File: src/rtl/axi_rd_batch_sequencer.sv
// axi_rd_batch_sequencer
//   Runs one job of N batches through the AXI vec+mat read/preprocess datapath.
//   Fires initstart, waits for each batch to land, hands it to compute
//   (valid/ack), fires start for the next batch, then waits for alldone.
//
//   state     | meaning
//   ----------+---------------------------------------------------------
//   IDLE      | no job; accepts i_seq_start
//   INIT      | initstart pulse, first batch transfer begins
//   BLANK     | one dead cycle while the datapath clears its stale done
//   WAIT_DONE | waiting for the batch to land (watchdog running)
//   HANDOFF   | batch valid to compute, waiting for ack (no timeout)
//   NEXT      | start pulse, batch index advances
//   FINISH    | waiting for the datapath to return to idle (watchdog running)
//
// Ports
//   clk, rst_n              clock, async active-low reset
//   i_seq_start             job start pulse (dropped while busy)
//   i_seq_num_batches       batch count N, sampled on accepted start
//   o_seq_busy              job in progress
//   o_seq_done              1-cycle pulse at job end (normal, N==0 or timeout)
//   o_seq_err               sticky watchdog error, cleared on next accepted start
//   o_axird_initstart       1-cycle pulse: begin vec+mat transfer
//   o_axird_start           1-cycle pulse: advance to next batch
//   o_data_size_batches     registered N driven to the datapath
//   i_axird_done            datapath phase done
//   i_axird_alldone         datapath back in idle
//   o_batch_valid           current batch resident for compute
//   o_batch_idx             index of current batch
//   i_batch_ack             compute finished with current batch
module axi_rd_batch_sequencer #(
  parameter int          BATCH_W   = 15,
  parameter int          TMO_W     = 20,
  parameter int unsigned TMO_LIMIT = 20'hFFFFF
) (
  input  logic               clk,
  input  logic               rst_n,
  input  logic               i_seq_start,
  input  logic [BATCH_W-1:0] i_seq_num_batches,
  output logic               o_seq_busy,
  output logic               o_seq_done,
  output logic               o_seq_err,
  output logic               o_axird_initstart,
  output logic               o_axird_start,
  output logic [BATCH_W-1:0] o_data_size_batches,
  input  logic               i_axird_done,
  input  logic               i_axird_alldone,
  output logic               o_batch_valid,
  output logic [BATCH_W-1:0] o_batch_idx,
  input  logic               i_batch_ack
);

  typedef enum logic [2:0] {
    S_IDLE      = 3'd0,
    S_INIT      = 3'd1,
    S_BLANK     = 3'd2,
    S_WAIT_DONE = 3'd3,
    S_HANDOFF   = 3'd4,
    S_NEXT      = 3'd5,
    S_FINISH    = 3'd6
  } state_t;

  state_t             state_q, state_d;
  logic [BATCH_W-1:0] n_q, n_d;
  logic [BATCH_W-1:0] idx_q, idx_d;
  logic [TMO_W-1:0]   wdog_q, wdog_d;
  logic               done_q, done_d;
  logic               err_q, err_d;
  logic               tmo_hit;
  logic               last_batch;

  // Counter reads k in the k-th cycle (from 0) of a watched state, so the
  // limit is hit after exactly TMO_LIMIT cycles there.
  assign tmo_hit    = (wdog_q == TMO_W'(TMO_LIMIT - 1));
  assign last_batch = (idx_q == n_q - BATCH_W'(1));

  always_ff @(posedge clk or negedge rst_n) begin
    if (!rst_n) begin
      state_q <= S_IDLE;
      n_q     <= '0;
      idx_q   <= '0;
      wdog_q  <= '0;
      done_q  <= 1'b0;
      err_q   <= 1'b0;
    end else begin
      state_q <= state_d;
      n_q     <= n_d;
      idx_q   <= idx_d;
      wdog_q  <= wdog_d;
      done_q  <= done_d;
      err_q   <= err_d;
    end
  end

  always_comb begin
    state_d = state_q;
    n_d     = n_q;
    idx_d   = idx_q;
    err_d   = err_q;
    done_d  = 1'b0;
    case (state_q)
      S_IDLE: begin
        if (i_seq_start) begin
          n_d   = i_seq_num_batches;
          idx_d = '0;
          err_d = 1'b0;
          // Empty job completes without touching the datapath.
          if (i_seq_num_batches == '0) done_d  = 1'b1;
          else                         state_d = S_INIT;
        end
      end
      S_INIT:  state_d = S_BLANK;
      S_NEXT: begin
        idx_d   = idx_q + BATCH_W'(1);
        state_d = S_BLANK;
      end
      // done still reflects the previous phase for one cycle after a pulse.
      S_BLANK: state_d = S_WAIT_DONE;
      S_WAIT_DONE: begin
        if (i_axird_done) begin
          state_d = S_HANDOFF;
        end else if (tmo_hit) begin
          state_d = S_IDLE;
          err_d   = 1'b1;
          done_d  = 1'b1;
        end
      end
      S_HANDOFF: begin
        if (i_batch_ack) state_d = last_batch ? S_FINISH : S_NEXT;
      end
      S_FINISH: begin
        if (i_axird_alldone) begin
          state_d = S_IDLE;
          done_d  = 1'b1;
        end else if (tmo_hit) begin
          state_d = S_IDLE;
          err_d   = 1'b1;
          done_d  = 1'b1;
        end
      end
      default: state_d = S_IDLE;
    endcase

    // Clears on entry to a watched state, counts while staying there.
    wdog_d = '0;
    if ((state_q == S_WAIT_DONE || state_q == S_FINISH) && state_d == state_q)
      wdog_d = wdog_q + TMO_W'(1);
  end

  always_comb begin
    o_axird_initstart   = (state_q == S_INIT);
    o_axird_start       = (state_q == S_NEXT);
    o_batch_valid       = (state_q == S_HANDOFF);
    o_seq_busy          = (state_q != S_IDLE);
    o_seq_done          = done_q;
    o_seq_err           = err_q;
    o_data_size_batches = n_q;
    o_batch_idx         = idx_q;
  end

endmodule

File: config.mk
export PLATFORM = sky130hd
export DESIGN_NAME = axi_rd_batch_sequencer
export DESIGN_NICKNAME = d
export VERILOG_FILES = /design/src/rtl/axi_rd_batch_sequencer.sv
export SDC_FILE = /design/constraint.sdc
export NUM_CORES = 1
export LEC_CHECK = 0
export ABC_AREA = 1
export CORE_MARGIN = 4
export CORE_UTILIZATION = 40
export DETAILED_ROUTE_END_ITERATION = 8
export SYNTH_ARGS = -nofsm -noshare
export SYNTH_HDL_FRONTEND = slang
export SYNTH_SLANG_ARGS = --single-unit
File: constraint.sdc
create_clock -name clk -period 2.5 [get_ports clk]
set_input_delay 0.5 -clock clk [delete_from_list [all_inputs] [get_ports clk]]
set_output_delay 0.5 -clock clk [all_outputs]
set_load 0.1 [all_outputs]
==> impl_metrics.json, run 1 <==
{
  "setup.worst_path.end_class": "register",
  "start_util_pct": 41.5,
  "ctsResizeCount": 0,
  "syn_to_final_growth_pct": 20.9,
  "portBuffers": 56,
  "final_cells": 647,
  "finish.utilization_pct": 50.2,
  "cts.htree.levels": 2,
  "place_congestion": 0.860,
  "ir_worst_vdd_uv": 547,
  "fin_crit_sh_pct": 88.7,
  "hold_buffers": 0,
  "die_w_um": 101,
  "wirelength_mm": 8.42,
  "firstDrtPassIters": 4,
  "synthCells": 480,
  "finalSetupViolCount": 0,
  "clockBufferDepth": 2,
  "clock_latency_ns": 0.31,
  "core-area_um2": 8340,
  "cp_max_fo": 20,
  "criticalPathCategory": "register to register",
  "cts.sinks": 55,
  "via_per_inst": 4.86,
  "worst_clock_skew_ns": 0.00361,
  "grt_pass1_wl_mm": 14.5,
  "synthFlopType": "dfrtp_1",
  "grt-ovfl-total": 0,
  "dp_cells": 640,
  "min_path_type": "input port to asynchronous set/reset pin",
  "synth-seq-cells": 55,
  "ant_nets": 0,
  "grt_usage_pct": 17.7,
  "crit_path_start_kind": "register",
  "drive_above_1_share_pct": 16.6,
  "cp.required_ns": 2.71,
  "drt_iter0_drc": 123,
  "final.setup.tns_ns": 0,
  "powerDensity_nw_per_um2": 1070,
  "ys_seq_area_share_pct": 39.7,
  "finalCriticalPeriod_ns": 2.22,
  "p_leak_nw": 2.08,
  "clk_pin_slew_ns": 0.10,
  "synthArstFlopShare_pct": 100,
  "rsz0062_at_grt": "no",
  "yosysWarnings": 0,
  "synth_top_area_cell": "dfrtp_1",
  "finish.net_count": 567,
  "wire_per_inst_um": 13.0,
  "grt_start_max_net_pins": 36,
  "fin_total_pwr_w": 0.00448,
  "cts_tree": "built",
  "status": "completed",
  "worst_hold_slack_ns": 0.198,
  "hold_viol_final": 0,
  "synth.most_common_cell": "nand2_1",
  "synth_edf_count": 0,
  "die_h_um": 101,
  "post-cts-setup-buffers": 0,
  "report.final.slew_viol_count": 0,
  "clock-root-buffer": "clkbuf_8",
  "synth_cell_type_count": 31,
  "slew_headroom_pct": 57.2,
  "synthTopCellsByCount": "123 x nand2_1, 81 x inv_1, 55 x dfrtp_1, 43 x nor2_1, 34 x o21ai_0",
  "yosysTopAreaCellShare_pct": 39.7,
  "rows": 33,
  "crit_arrival_ns": 2.43,
  "dp_hpwl_mm": 6.64,
  "syn_nets": 505,
  "maxCapViolCount": 0,
  "synth.avg_cell_area_um2": 7.22,
  "diodes": 0,
  "ios": 57,
  "fmax_mhz": 451,
  "drc": 0,
  "worstMarginPinSlew_ns": 0.642,
  "synth_area_leaders": "dfrtp_1 40%, nand2_1 13%, inv_1 8.8%",
  "routed-via-count": 3144,
  "first_global_vias": 3026,
  "cts_buffers": 5,
  "antenna_found_initial": 0,
  "synth_area_um2": 3460,
  "dieArea_um2": 10200
}
logic make-up (layout without fill, tap and decap cells):
logic type	Yosys count	in the layout	share of synthesized area [%]
fa+ha+maj	4	4	1.44
simple gates	255	255	33.9
compound gates	51	51	8.16
mux	2	2	0.578
flops	55	55	39.7
buf+inv	89	151	10.1
xor+xnor	24	24	6.07
power by group:
group	switching (W)	total, W	internal [W]
clock	0.000308	0.000506	0.000198
combinational	0.00200	0.00266	0.000663
sequential	0.000271	0.00132	0.00105
total	0.00257	0.00448	0.00191
state kept, by name, indices dropped and copies added, names as in the netlist:
| signal | flops |
|---|---|
| o_seq_err | 1 |
| wdog_q | 20 |
| o_batch_idx | 15 |
| state_q | 3 |
| o_data_size_batches | 15 |
| o_seq_done | 1 |
area by class of cell:
cell class                 count  area, µm²
clock buffer                   5       68.8
clock inverter                 2       17.5
fill                         855       4150
inverter                      83        312
multi-input combinational    336       1740
sequential                    55       1380
tap                          105        131
timing repair buffer          61        541
cell usage in the layout (no fill, tap or decap):
| cell type | n |
|---|---|
| nand2_1 | 123 |
| inv_1 | 81 |
| dfrtp_1 | 53 |
| nor2_1 | 43 |
| buf_4 | 38 |
| o21ai_0 | 34 |
| nand3_1 | 27 |
| nor2_2 | 25 |
| xor2_1 | 19 |
| clkdlybuf4s50_1 | 19 |
| nand4_1 | 13 |
| nor3_1 | 6 |
| a21oi_1 | 6 |
| nand3b_1 | 5 |
| xnor2_1 | 5 |
| clkbuf_8 | 5 |
| nand2_2 | 4 |
| ha_1 | 4 |
| nor2_4 | 3 |
| nand3_2 | 3 |
| a22oi_1 | 3 |
| buf_12 | 3 |
| inv_2 | 2 |
| o31ai_1 | 2 |
| nor4_1 | 2 |
| mux2i_1 | 2 |
| dfrtp_2 | 2 |
| nand2_4 | 1 |
| o21ai_1 | 1 |
| o311ai_0 | 1 |
| o211ai_1 | 1 |
| a31o_2 | 1 |
| o22ai_1 | 1 |
| a22o_1 | 1 |
| inv_6 | 1 |
| clkinv_4 | 1 |
| buf_2 | 1 |
critical path, cell delays in order (launching register included):
cell and delay, ns:
dfrtp_2 0.47, inv_2 0.13, ha_1 0.27, nand2_4 0.11, nor2_4 0.13, nand2_1 0.07
nand2_1 0.05, nand2_1 0.07, nor2_2 0.13, nand2_1 0.06, nor2_1 0.08, nand2_1 0.08
nand2_2 0.08, nand3_2 0.06, nand2_2 0.08, buf_12 0.18, nor2_2 0.05
per-stage QoR:
step	setup WS (ns)	area (µm²)
2_1_floorplan	0.117	3470
3_3_place_gp	0.243	4100
3_5_place_dp	0.208	4100
4_1_cts	0.259	4190
5_1_grt	0.0230	4190
6_report	0.283	4190
layer usage:
layer | global-route usage, % | wire length, µm | vias to the layer above
met1 | 23.2 | 3820 | 1446
met2 | 29.9 | 4120 | 58
met3 | 2.77 | 366 | 11
met5 | 0 | 0 | -
met4 | 5.42 | 114 | 0
li1 | - | - | 1629
worst paths after layout:
check	end	cells after the start	startpoint	slack [ns]
worst max register to register	wdog_q[5]	16	o_data_size_batches[0]	0.28
worst min-delay path	o_data_size_batches[0]	1	rst_n	0.20
min in group clk	wdog_q[0]	1	wdog_q[0]	0.51
worst max-delay path	wdog_q[5]	16	o_data_size_batches[0]	0.28
max in group asynchronous	o_batch_idx[7]	2	rst_n	1.73
worst min register to register	wdog_q[0]	1	wdog_q[0]	0.51
(Power assumes the default switching activity.)
==> inputs of run 2 (changes only) <==
Settings changed: CTS_CLUSTER_SIZE set to 24.
==> results of run 2 <==
No change in the layout: final DEF, timing and power equal those of run 1.
==> inputs of run 3 (changes only) <==
Settings changed: CTS_CLUSTER_DIAMETER set to 120, MAX_ROUTING_LAYER set to met4.
==> run 3 against run 2 <==
Sequential cell count unchanged. Non-clock buffer count unchanged. Clock skew about the same. Count of clock-buffer cells in the layout unchanged. Worst hold slack about the same. Setup slack about the same. Critical path depth unchanged. Sequential power about the same. Sequential share of layout area unchanged. Cell area unchanged. Maximum frequency about the same. Die area unchanged. Critical path type unchanged. Critical endpoint unchanged. Largest power group unchanged.
==> impl_metrics.json, run 3 (same netlist as run 1, synthesis figures left out) <==
{
  "status": "completed",
  "rows": 33,
  "cts_tree": "built",
  "combPwrFrac_pct": 59.3,
  "path_cells": "inv_2, ha_1, nand2_4, nor2_4, nand2_1, nand2_1, nand2_1, nor2_2, nand2_1, nor2_1, nand2_1, nand2_2, nand3_2, nand2_2, buf_12, nor2_2",
  "syn_to_final_growth_pct": 20.9,
  "diodes": 0,
  "fin_ws_ns": 0.283,
  "crit_path_start_kind": "register",
  "maxCapViolCount": 0,
  "clock-root-buffer": "clkbuf_8",
  "cp.required_ns": 2.71,
  "cp_slowest_cell": "dfrtp_2",
  "routed-via-count": 3131,
  "wirelength_mm": 8.43,
  "grt-ovfl-total": 0,
  "post-cts-setup-buffers": 0,
  "ctsResizeCount": 0,
  "place_congestion": 0.874,
  "cp_max_fo": 20,
  "largest_reg_flops": 20,
  "dpl_cell_area_um2": 4100,
  "wire_per_inst_um": 13.0,
  "fmax_mhz": 451,
  "drt_iter0_drc": 123,
  "cts.sinks": 55,
  "via_per_inst": 4.84,
  "p_switching_w": 0.00258,
  "grt_usage_pct": 18.2,
  "final_cell_area_um2": 4190,
  "regArea_um2": 1380,
  "finalSetupViolCount": 0,
  "drc": 0,
  "final_cell_mix": "123 x nand2_1, 81 x inv_1, 53 x dfrtp_1",
  "drive_above_1_share_pct": 16.6,
  "grt_start_max_net_pins": 36,
  "hold_viol_final": 0,
  "slew_headroom_pct": 57.0,
  "core-area_um2": 8340,
  "internal_power_w": 0.00191,
  "rsz0062_at_grt": "no",
  "clock_latency_ns": 0.31,
  "seqPwrFrac_pct": 29.4,
  "hold_buffers": 0,
  "clk_pin_slew_ns": 0.10,
  "pre_cts_ws_ns": 0.208,
  "sw_frac_of_total_pct": 57.5,
  "crit_arrival_ns": 2.43,
  "criticalPathCategory": "register to register",
  "worst_clock_skew_ns": 0.00315,
  "critPathMaxStageDelay_ns": 0.47,
  "p_leak_nw": 2.08,
  "min_path_type": "input port to asynchronous set/reset pin",
  "power_frac_clock_pct": 11.3,
  "die_w_um": 101,
  "crit_top_cell": "nand2_1",
  "dp_hpwl_mm": 6.64,
  "ant_nets": 0,
  "report.final.slew_viol_count": 0,
  "fin_crit_sh_pct": 88.7,
  "ios": 57,
  "multi_input_area_um2": 1740,
  "finalCriticalPeriod_ns": 2.22,
  "grt_pass1_wl_mm": 14.6,
  "start_util_pct": 41.5,
  "finish.net_count": 567,
  "cts_buffers": 5,
  "die_h_um": 101,
  "setup.worst_path.end_class": "register",
  "fill_cells": 855,
  "portBuffers": 56,
  "first_global_vias": 3014,
  "cts.htree.levels": 2,
  "worstMarginPinSlew_ns": 0.646,
  "ir_worst_vdd_uv": 547,
  "powerDensity_nw_per_um2": 1070,
  "layout_commonest_cell": "nand2_1",
  "firstDrtPassIters": 4,
  "clockBufferDepth": 2,
  "final.setup.tns_ns": 0,
  "antenna_found_initial": 0,
  "dieArea_um2": 10200,
  "regMostFlops": "wdog_q"
}
## run 3: cell counts in the layout (fill, tap and decap cells not counted)
No cell type changed its count.
## run 3: layout make-up
| type | count | area share (%) |
|---|---|---|
| Clock buffer | 5 | 1.64 |
| Clock inverter | 2 | 0.418 |
| Inverter | 83 | 7.44 |
| Multi-Input combinational cell | 336 | 41.5 |
| Sequential cell | 55 | 32.9 |
| Tap cell | 105 | 3.14 |
| Timing Repair Buffer | 61 | 12.9 |
## run 3: per-stage QoR
step           std cells  total power (W)  util (%)  hold slack, ns
3_5_place_dp         640          0.00401      49.2           0.501
5_1_grt              647          0.00481      50.2           0.251
4_1_cts              647          0.00453      50.2           0.235
6_report             647          0.00449      50.2           0.199
3_3_place_gp         640          0.00401      49.2           0.496
2_1_floorplan        480          0.00340         -           0.204
## run 3: metal layers
metal	vias up	routed length [µm]	global-route usage, %
met4	0	108	5.42
met3	12	278	2.49
met2	46	4130	29.9
met1	1445	3910	23.5
li1	1628	-	-
met5	-	0	-
## run 3: power groups by stage
stage | Combinational, W | Clock (W) | Sequential (W)
floorplan | 0.00125 | 0 | 0.00215
global placement | 0.00267 | 0 | 0.00133
detailed placement | 0.00268 | 0 | 0.00134
CTS | 0.00268 | 0.000530 | 0.00132
global route | 0.00289 | 0.000568 | 0.00135
finish | 0.00266 | 0.000507 | 0.00132
## run 3: critical path: cells and delay by family (launching register included)
| kind | cells | cell delay, ns |
|---|---|---|
| simple gates | 13 | 1.05 |
| flops | 1 | 0.47 |
| buf+inv | 2 | 0.31 |
| fa+ha+maj | 1 | 0.27 |
## run 3: path summary, 6_finish.rpt
path                                             start                      to  slack (ns)  cells after the start
worst min-delay path                             rst_n  o_data_size_batches[0]        0.20                      1
worst min register to register               wdog_q[0]               wdog_q[0]        0.51                      1
min in group clk                             wdog_q[0]               wdog_q[0]        0.51                      1
worst max-delay path            o_data_size_batches[0]               wdog_q[5]        0.28                     16
max in group asynchronous                        rst_n          o_batch_idx[7]        1.73                      2
worst max register to register  o_data_size_batches[0]               wdog_q[5]        0.28                     16
